`src/rtl/cdb_arbiter.sv`:
```
// Common data bus arbiter: one holding register per functional-unit result source,
// round-robin selection of up to CDB_WIDTH held results for broadcast each cycle.
package cdb_pkg;
    localparam int PRN_WIDTH = 6;

    typedef struct packed {
        logic                 valid;
        logic [PRN_WIDTH-1:0] dest_prn;
        logic [31:0]          value;
    } cdb_packet_t;
endpackage

module cdb_arbiter #(
    parameter  int NUM_SRC   = 4,
    parameter  int CDB_WIDTH = 2,
    localparam int PTR_W     = $clog2(NUM_SRC),
    localparam int PRN_WIDTH = cdb_pkg::PRN_WIDTH
) (
    input  logic                                  clock,
    input  logic                                  reset,
    input  logic                                  squash,
    input  logic [NUM_SRC-1:0]                    fu_done_valid,
    input  logic [NUM_SRC-1:0][PRN_WIDTH-1:0]     fu_done_prn,
    input  logic [NUM_SRC-1:0][31:0]              fu_done_value,
    output logic [NUM_SRC-1:0]                    fu_avail,
    output cdb_pkg::cdb_packet_t [CDB_WIDTH-1:0]  cdb_packet,
    output logic [PTR_W:0]                        held_cnt
);

    logic [NUM_SRC-1:0]   hold_valid_reg;
    logic [NUM_SRC-1:0]   hold_valid_next;
    logic [PRN_WIDTH-1:0] hold_prn_reg   [NUM_SRC];
    logic [31:0]          hold_value_reg [NUM_SRC];
    logic [PTR_W-1:0]     rr_ptr_reg;
    logic [PTR_W-1:0]     rr_next;

    logic [NUM_SRC-1:0]   granted;
    logic [NUM_SRC-1:0]   capture;

    int                   lane;
    logic [PTR_W:0]       scan_sum;
    logic [PTR_W-1:0]     scan_src;

    // Walk sources from rr_ptr with wrap; the k-th held source found drives lane k.
    always_comb begin
        granted    = '0;
        cdb_packet = '0;
        rr_next    = rr_ptr_reg;
        lane       = 0;
        scan_sum   = '0;
        scan_src   = '0;
        for (int i = 0; i < NUM_SRC; i++) begin
            scan_sum = {1'b0, rr_ptr_reg} + (PTR_W+1)'(i);
            if (scan_sum >= (PTR_W+1)'(NUM_SRC)) begin
                scan_sum = scan_sum - (PTR_W+1)'(NUM_SRC);
            end
            scan_src = scan_sum[PTR_W-1:0];
            if (hold_valid_reg[scan_src] && (lane < CDB_WIDTH)) begin
                granted[scan_src] = 1'b1;
                for (int k = 0; k < CDB_WIDTH; k++) begin
                    if (lane == k) begin
                        cdb_packet[k].valid    = 1'b1;
                        cdb_packet[k].dest_prn = hold_prn_reg[scan_src];
                        cdb_packet[k].value    = hold_value_reg[scan_src];
                    end
                end
                rr_next = (scan_src == PTR_W'(NUM_SRC-1)) ? '0 : scan_src + 1'b1;
                lane    = lane + 1;
            end
        end
        // A flush cycle must not wake up any consumer with a doomed result.
        if (squash) begin
            for (int k = 0; k < CDB_WIDTH; k++) begin
                cdb_packet[k].valid = 1'b0;
            end
        end
    end

    assign fu_avail = squash ? '0 : (~hold_valid_reg | granted);

    // Capture wins over drain, so a granted slot can be refilled on the same edge.
    for (genvar gi = 0; gi < NUM_SRC; gi++) begin : g_slot
        assign capture[gi]         = fu_done_valid[gi] & fu_avail[gi];
        assign hold_valid_next[gi] = capture[gi] | (hold_valid_reg[gi] & ~granted[gi]);
    end

    always_ff @(posedge clock) begin
        if (reset) begin
            hold_valid_reg <= '0;
            rr_ptr_reg     <= '0;
        end else if (squash) begin
            hold_valid_reg <= '0;
        end else begin
            hold_valid_reg <= hold_valid_next;
            if (|granted) begin
                rr_ptr_reg <= rr_next;
            end
        end
    end

    always_ff @(posedge clock) begin
        for (int i = 0; i < NUM_SRC; i++) begin
            if (capture[i]) begin
                hold_prn_reg[i]   <= fu_done_prn[i];
                hold_value_reg[i] <= fu_done_value[i];
            end
        end
    end

    always_comb begin
        held_cnt = '0;
        for (int i = 0; i < NUM_SRC; i++) begin
            held_cnt = held_cnt + (PTR_W+1)'(hold_valid_reg[i]);
        end
    end

endmodule

```
`config.mk`:
```
export PLATFORM = sky130hd
export DESIGN_NAME = cdb_arbiter
export DESIGN_NICKNAME = d
export VERILOG_FILES = /design/src/rtl/cdb_arbiter.sv
export SDC_FILE = /design/constraint.sdc
export NUM_CORES = 1
export LEC_CHECK = 0
export CORE_MARGIN = 5
export CORE_UTILIZATION = 56
export CTS_CLUSTER_DIAMETER = 50
export DETAILED_ROUTE_END_ITERATION = 7
export PLACE_DENSITY = 0.87
export SLEW_MARGIN = 0
export SYNTH_ARGS = -nofsm -noshare
export SYNTH_HDL_FRONTEND = slang
export SYNTH_SLANG_ARGS = --single-unit
```
`constraint.sdc`:
```
create_clock -name clock -period 14.6 [get_ports clock]
set_clock_uncertainty 0.05 [all_clocks]
set_input_delay 2.19 -clock clock [delete_from_list [all_inputs] [get_ports clock]]
set_output_delay 2.19 -clock clock [all_outputs]
set_load 0.005 [all_outputs]
```
Word-level counts from Yosys, hierarchy flattened
Memories as Yosys holds them, arrays and structs flattened.
Cells that the tools add are included.
{ "classes": {"n_addsub": 16, "order_cmp": 15, "n_eq_ne": 7, "mux": 56, "bitwise": 22, "n_reduce_logical": 14} }
{ "op_table": {"columns": ["operator", "count"], "rows": [
  ["2-to-1 mux 39 bit", 7],
  ["2-to-1 mux 78 bit", 3],
  ["equality test 32 x 2 -> 1 bit (second input constant)", 3],
  ["logical NOT 32 bit", 3],
  ["less-than comparator 32 x 3 -> 1 bit (second input constant)", 3],
  ["adder 32 x 2 -> 32 bit (second input constant)", 2],
  ["2-to-1 mux 32 bit", 2],
  ["2-to-1 mux 2 bit", 12],
  ["2-to-1 mux 4 bit", 5],
  ["2-to-1 mux 1 bit", 19],
  ["bitwise OR 4 bit", 4],
  ["less-than comparator 2 x 3 -> 1 bit (second input constant)", 4],
  ["greater-or-equal comparator 3 bit (second input constant)", 3],
  ["adder 2 x 1 -> 2 bit (second input constant)", 4],
  ["AND 1 bit", 8],
  ["binary-select mux 1 bit (select 2 bit)", 4],
  ["demux 1 bit (select 2 bit)", 4],
  ["equality test 2 bit (second input constant)", 4],
  ["greater-or-equal comparator 2 x 1 -> 1 bit (second input constant)", 4],
  ["subtractor 2 x 1 -> 2 bit (second input constant)", 4],
  ["logical AND 1 bit", 7],
  ["adder 2 x 2 -> 3 bit (second input constant)", 2],
  ["NOT 1 bit", 5],
  ["NOT 4 bit", 1],
  ["10 further kinds", 13]
]} }
{ "totals": {"ff_bits": 6, "ramBits": 152, "input_bits": 159, "out_inout_bits": 85, "mem_count": 2} }
{ "mem_list": {"columns": ["memory", "words", "word_bits", "read_ports", "rd_clocked_by_memory_dff", "write_ports", "line", "source"], "rows": [
  ["hold_value_reg", 4, 32, 4, 0, 4, "33", "logic [31:0] hold_value_reg [NUM_SRC];"],
  ["hold_prn_reg", 4, 6, 4, 0, 4, "32", "logic [PRN_WIDTH-1:0] hold_prn_reg [NUM_SRC];"]
]} }

Depth between registers and ports, before layout
{ "logic_depth": {"word_depth": 19, "ltp_mapped": 18, "ltp_nobuf": 13} }

Worst setup path after synthesis
OpenSTA, ideal clock, no wires.
{ "synth_path": {"kind": "flip-flop to flip-flop", "start": "register rr_ptr_reg[0]", "end": "memory hold_prn_reg[1][0] (enable)", "setup_ns": 0.489, "arrival_ns": 6.323, "t_required_ns": 14.061, "setup_slack_ns": 7.738, "stages_incl_launch_ff": 18, "n_path_buf": 4, "period_less_slack_ns": 6.862, "path_cell_list": "dfxtp_1 > buf_6 > buf_4 > buf_2 > inv_1 > ha_1 > mux4_2 > ha_1 > nor2b_1 > a22o_2 > buf_2 > inv_2 > fa_1 > nand2b_1 > o22ai_2 > a221oi_2 > and2_1 > nor3b_1"} }
{ "synth_rtl": {"columns": ["item", "line", "source"], "rows": [
  ["from (decl)", "34", "logic [PTR_W-1:0] rr_ptr_reg;"],
  ["from (signal assigned)", "96", "rr_ptr_reg <= rr_next;"],
  ["to (decl)", "32", null]
]} }

==> impl_results.md <==
* Outcome: complete, no violations
* Fraction of synthesized cell area taken by the top area cell type at 0.407
* Clock edge transition at the registers on the reported setup and hold paths at 0.07 ns
* Final hold vios at 0
* Capture endpoint of the worst hold path: hold_valid_reg[3]$_SDFF_PP0_
* Number of distinct library cells after synthesis at 49
* Largest net degree at the start of global routing at 65
* Boundary pin count at 244
* Count of yosys warnings during synthesis at 0
* Clock Power Share at 0.244
* Setup violators final at 0
* Setup slack of the worst register-to-register path at 9.95 ns
* NumNets Final at 1,086
* Data required, critical path at 12.36 ns
* Post CTS Setup Buffer Count at 0
* Post-detailed-route DRC marker count at 0
* Post-Syn Instances at 712
* Total number of vias at 8,543
* Synth area leader: edfxtp_1
* Post-route setup slack at 6.29 ns
* Endpoint type of the worst setup path: primary output
* Seq/Total Area, Yosys at 0.421
* Via density per instance at 7.15
* Number of buffers inserted during clock tree synthesis at 17
* Hold buffer count at CTS at 0
* Clock tree from TritonCTS: built
* Hold Path Cell Cnt at 2
* Cells traversed along the worst timing path: buf_4, mux4_2, buf_4, inv_2, fa_1, nand2b_1, o22ai_2, nand3b_1, buf_4, mux2_1, clkdlybuf4s50_1
* Top cells by area in the synthesized netlist: edfxtp_1, mux4_2, mux2_2
* Path depth of the worst reg2reg path at 11
* Fin crit share at 0.569
* Layout overhead on the synthesized area at 28.2%
* Worst Max-Slew Pin Slew at 1.39 ns
* Fill cells at 1,228
* Internal power at 1.20 mW
* Worst Hold Class: reg2reg
* Flip-flop count of the largest register after layout at 128
* Post-synthesis async set-or-reset flop share at 0
* Tightest hold margin at 0.759 ns
* Global-route wire length before repair at 49,800 µm
* Die Ht at 152 µm
* Share of cells above drive strength 1 at 0.294
* Critical path's slowest cell: nand3b_1
* Share of power burned in combinational logic at 0.436
* Global-route total usage across every layer at 0.288
* Maxcap violations at 0
* Most frequent cell on the critical path: buf_4
* PortBufs at 243
* Crit path largest cell delay at 1.08 ns
* Later-pin clock latency in the skew report at 0.43 ns
* Setup Slack @ Placement at 6.76 ns
* Final instance area at 14,400 µm²
* Post-synthesis instance area at 11,200 µm²
* Wire per inst at 27.5 µm
* Site Rows at 51
* Min Clock Period, post-route at 8.31 ns
* Post-Route Setup TNS at 0 ns
* Critical path peak fanout at 57
* Synthesized netlist net count at 885
* Worst hold path startpoint: hold_valid_reg[3]$_SDFF_PP0_
* Leakage at 4.66 nW
* GPL Wtd Cong at 0.906
* Number of buffers on the longest clock path at 2
* Starting utilization of the core area at 0.573
* Root buf cell: clkbuf_16
* Post-detailed-route count of antenna-violating nets at 0
* Max IR drop VDD at 0.103 mV
* Final-report max-slew violation count at 0
* Sequential power share at 0.320
* CP startpoint kind: flip-flop
* CTS Sinks at 160
* Die area at 23,000 µm²
* Maximum achievable frequency at 120 MHz
* Switching power of the nets at 598 µW
* Syn_area_per_cell at 15.8 µm²
* Cell area after placement at 13,800 µm²
* HPWL after detailed placement at 21,100 µm
* Post-synth top flop: edfxtp_1
* H-tree Lvls at 4
* Vias in the first global route at 8,763
* Leftover overflow at the end of global routing at 0
* Ratio of total power to cell area at 125 nW/µm²
* Die X at 152 µm
* Crit Reg-Reg Startpoint: rr_ptr_reg[0]$_SDFFE_PP0P_
* Data arrival time of the critical path at 6.07 ns
* Final std cells w/o fill at 1,194
* Number of synthesized flops with an enable pin at 152
* Switch share at 0.333
* Post-CTS sizing at 0
* Setup repair after global routing missed its margin: no
* Post-synthesis register bit count at 160
* Number of antenna violations at the first check in global routing at 2
* Slew headroom at 0.0729
* Dpl cells at 1,159
* Core region area at 19,600 µm²
* Total routed wirelength at 32,900 µm
* CP startpoint: rr_ptr_reg[0]$_SDFFE_PP0P_
* R2R Path End: hold_value_reg[2][0]$_DFFE_PP_
* Detailed-routing iteration count for the pre-antenna-repair pass at 5
* Core occupancy in the finished layout at 0.734
* Drt first-iter violations at 859
* Worst Setup Path Type: reg2out
* Overall power of the completed layout at 1.80 mW
[per-layer routing]
layer | track usage | routed length [µm] | part of all wire | up-vias
met2 | 0.465 | 16500 | 0.50 | 702
met5 | 0 | 0 | 0 | -
met3 | 0.0693 | 3620 | 0.11 | 111
met4 | 0.123 | 1310 | 0.040 | 0
li1 | - | - | - | 3495
met1 | 0.377 | 11400 | 0.35 | 4235
[how the worst max path moves through the flow]
stage                                    to  slack [ns]  depth (start not counted)
3_5_place_dp                 cdb_packet[47]        6.76                         11
6_report                     cdb_packet[47]        6.29                         11
5_1_grt                      cdb_packet[47]        5.90                         11
4_1_cts                      cdb_packet[47]        6.30                         11
3_3_place_gp                 cdb_packet[58]        6.90                         11
2_1_floorplan  hold_prn_reg[1][0]$_DFFE_PP_        7.74                         17
[final cells by class]
| type | instances | area, µm² | area share |
|---|---|---|---|
| clock inverter | 14 | 141 | 0.00983 |
| tap | 265 | 332 | 0.0230 |
| timing repair buffer | 257 | 2540 | 0.176 |
| multi-input combinational | 466 | 6160 | 0.428 |
| inverter | 11 | 41.3 | 0.00287 |
| sequential | 160 | 4730 | 0.329 |
| clock buffer | 18 | 429 | 0.0298 |
| antenna | 3 | 7.51 | 0.000522 |
[cells in the mapped netlist, types with 5 or more instances]
master and number:
and2_1 6, ha_1 12, o21ai_1 37, a22oi_1 37, mux2i_1 6, edfxtp_1 152, buf_2 25, nor2_1 8
dfxtp_1 8, buf_1 6, nand2_1 5, mux2_1 30, inv_1 9, nand3_1 39, mux2_2 34, mux2_4 15
mux4_2 154, clkbuf_1 36, a22o_1 42
[critical path, delay by kind of cell, from the launching register on]
kind,cells,cell delay (ns)
buffers and inverters,5,2.43
and+or+nand+nor,2,1.22
muxes,2,0.75
adders and majority gates,1,0.51
DFF,1,0.47
AOI/OAI and AO/OA,1,0.20
[placed cells by master, fill, tap and decap left out, types with 5 or more instances in the layout]
master,count
nand3_1,38
a22o_1,42
a22oi_1,37
mux4_2,154
clkbuf_16,17
mux2_1,30
buf_4,14
o21ai_1,37
inv_8,6
mux2_2,34
nand2_1,5
mux2i_1,6
nor2_1,8
edfxtp_1,152
ha_1,10
inv_1,9
mux2_4,15
clkdlybuf4s50_1,243
[power by group through the flow]
stage / sequential [mW] / clock (mW) / combinational, mW
2_1_floorplan: 0.555 / 0 / 0.522
3_3_place_gp: 0.582 / 0 / 0.763
3_5_place_dp: 0.584 / 0 / 0.775
4_1_cts: 0.575 / 0.440 / 0.780
5_1_grt: 0.580 / 0.461 / 0.830
6_report: 0.576 / 0.438 / 0.783
[kinds of logic after synthesis]
| family | count (synthesis) | share of synthesized area |
|---|---|---|
| adders and majority gates | 14 | 0.0169 |
| muxes | 239 | 0.399 |
| AOI/OAI and AO/OA | 142 | 0.0950 |
| buffers and inverters | 86 | 0.0353 |
| and+or+nand+nor | 71 | 0.0331 |
| DFF | 160 | 0.421 |
Note: power is estimated with default switching activity, not from simulation.
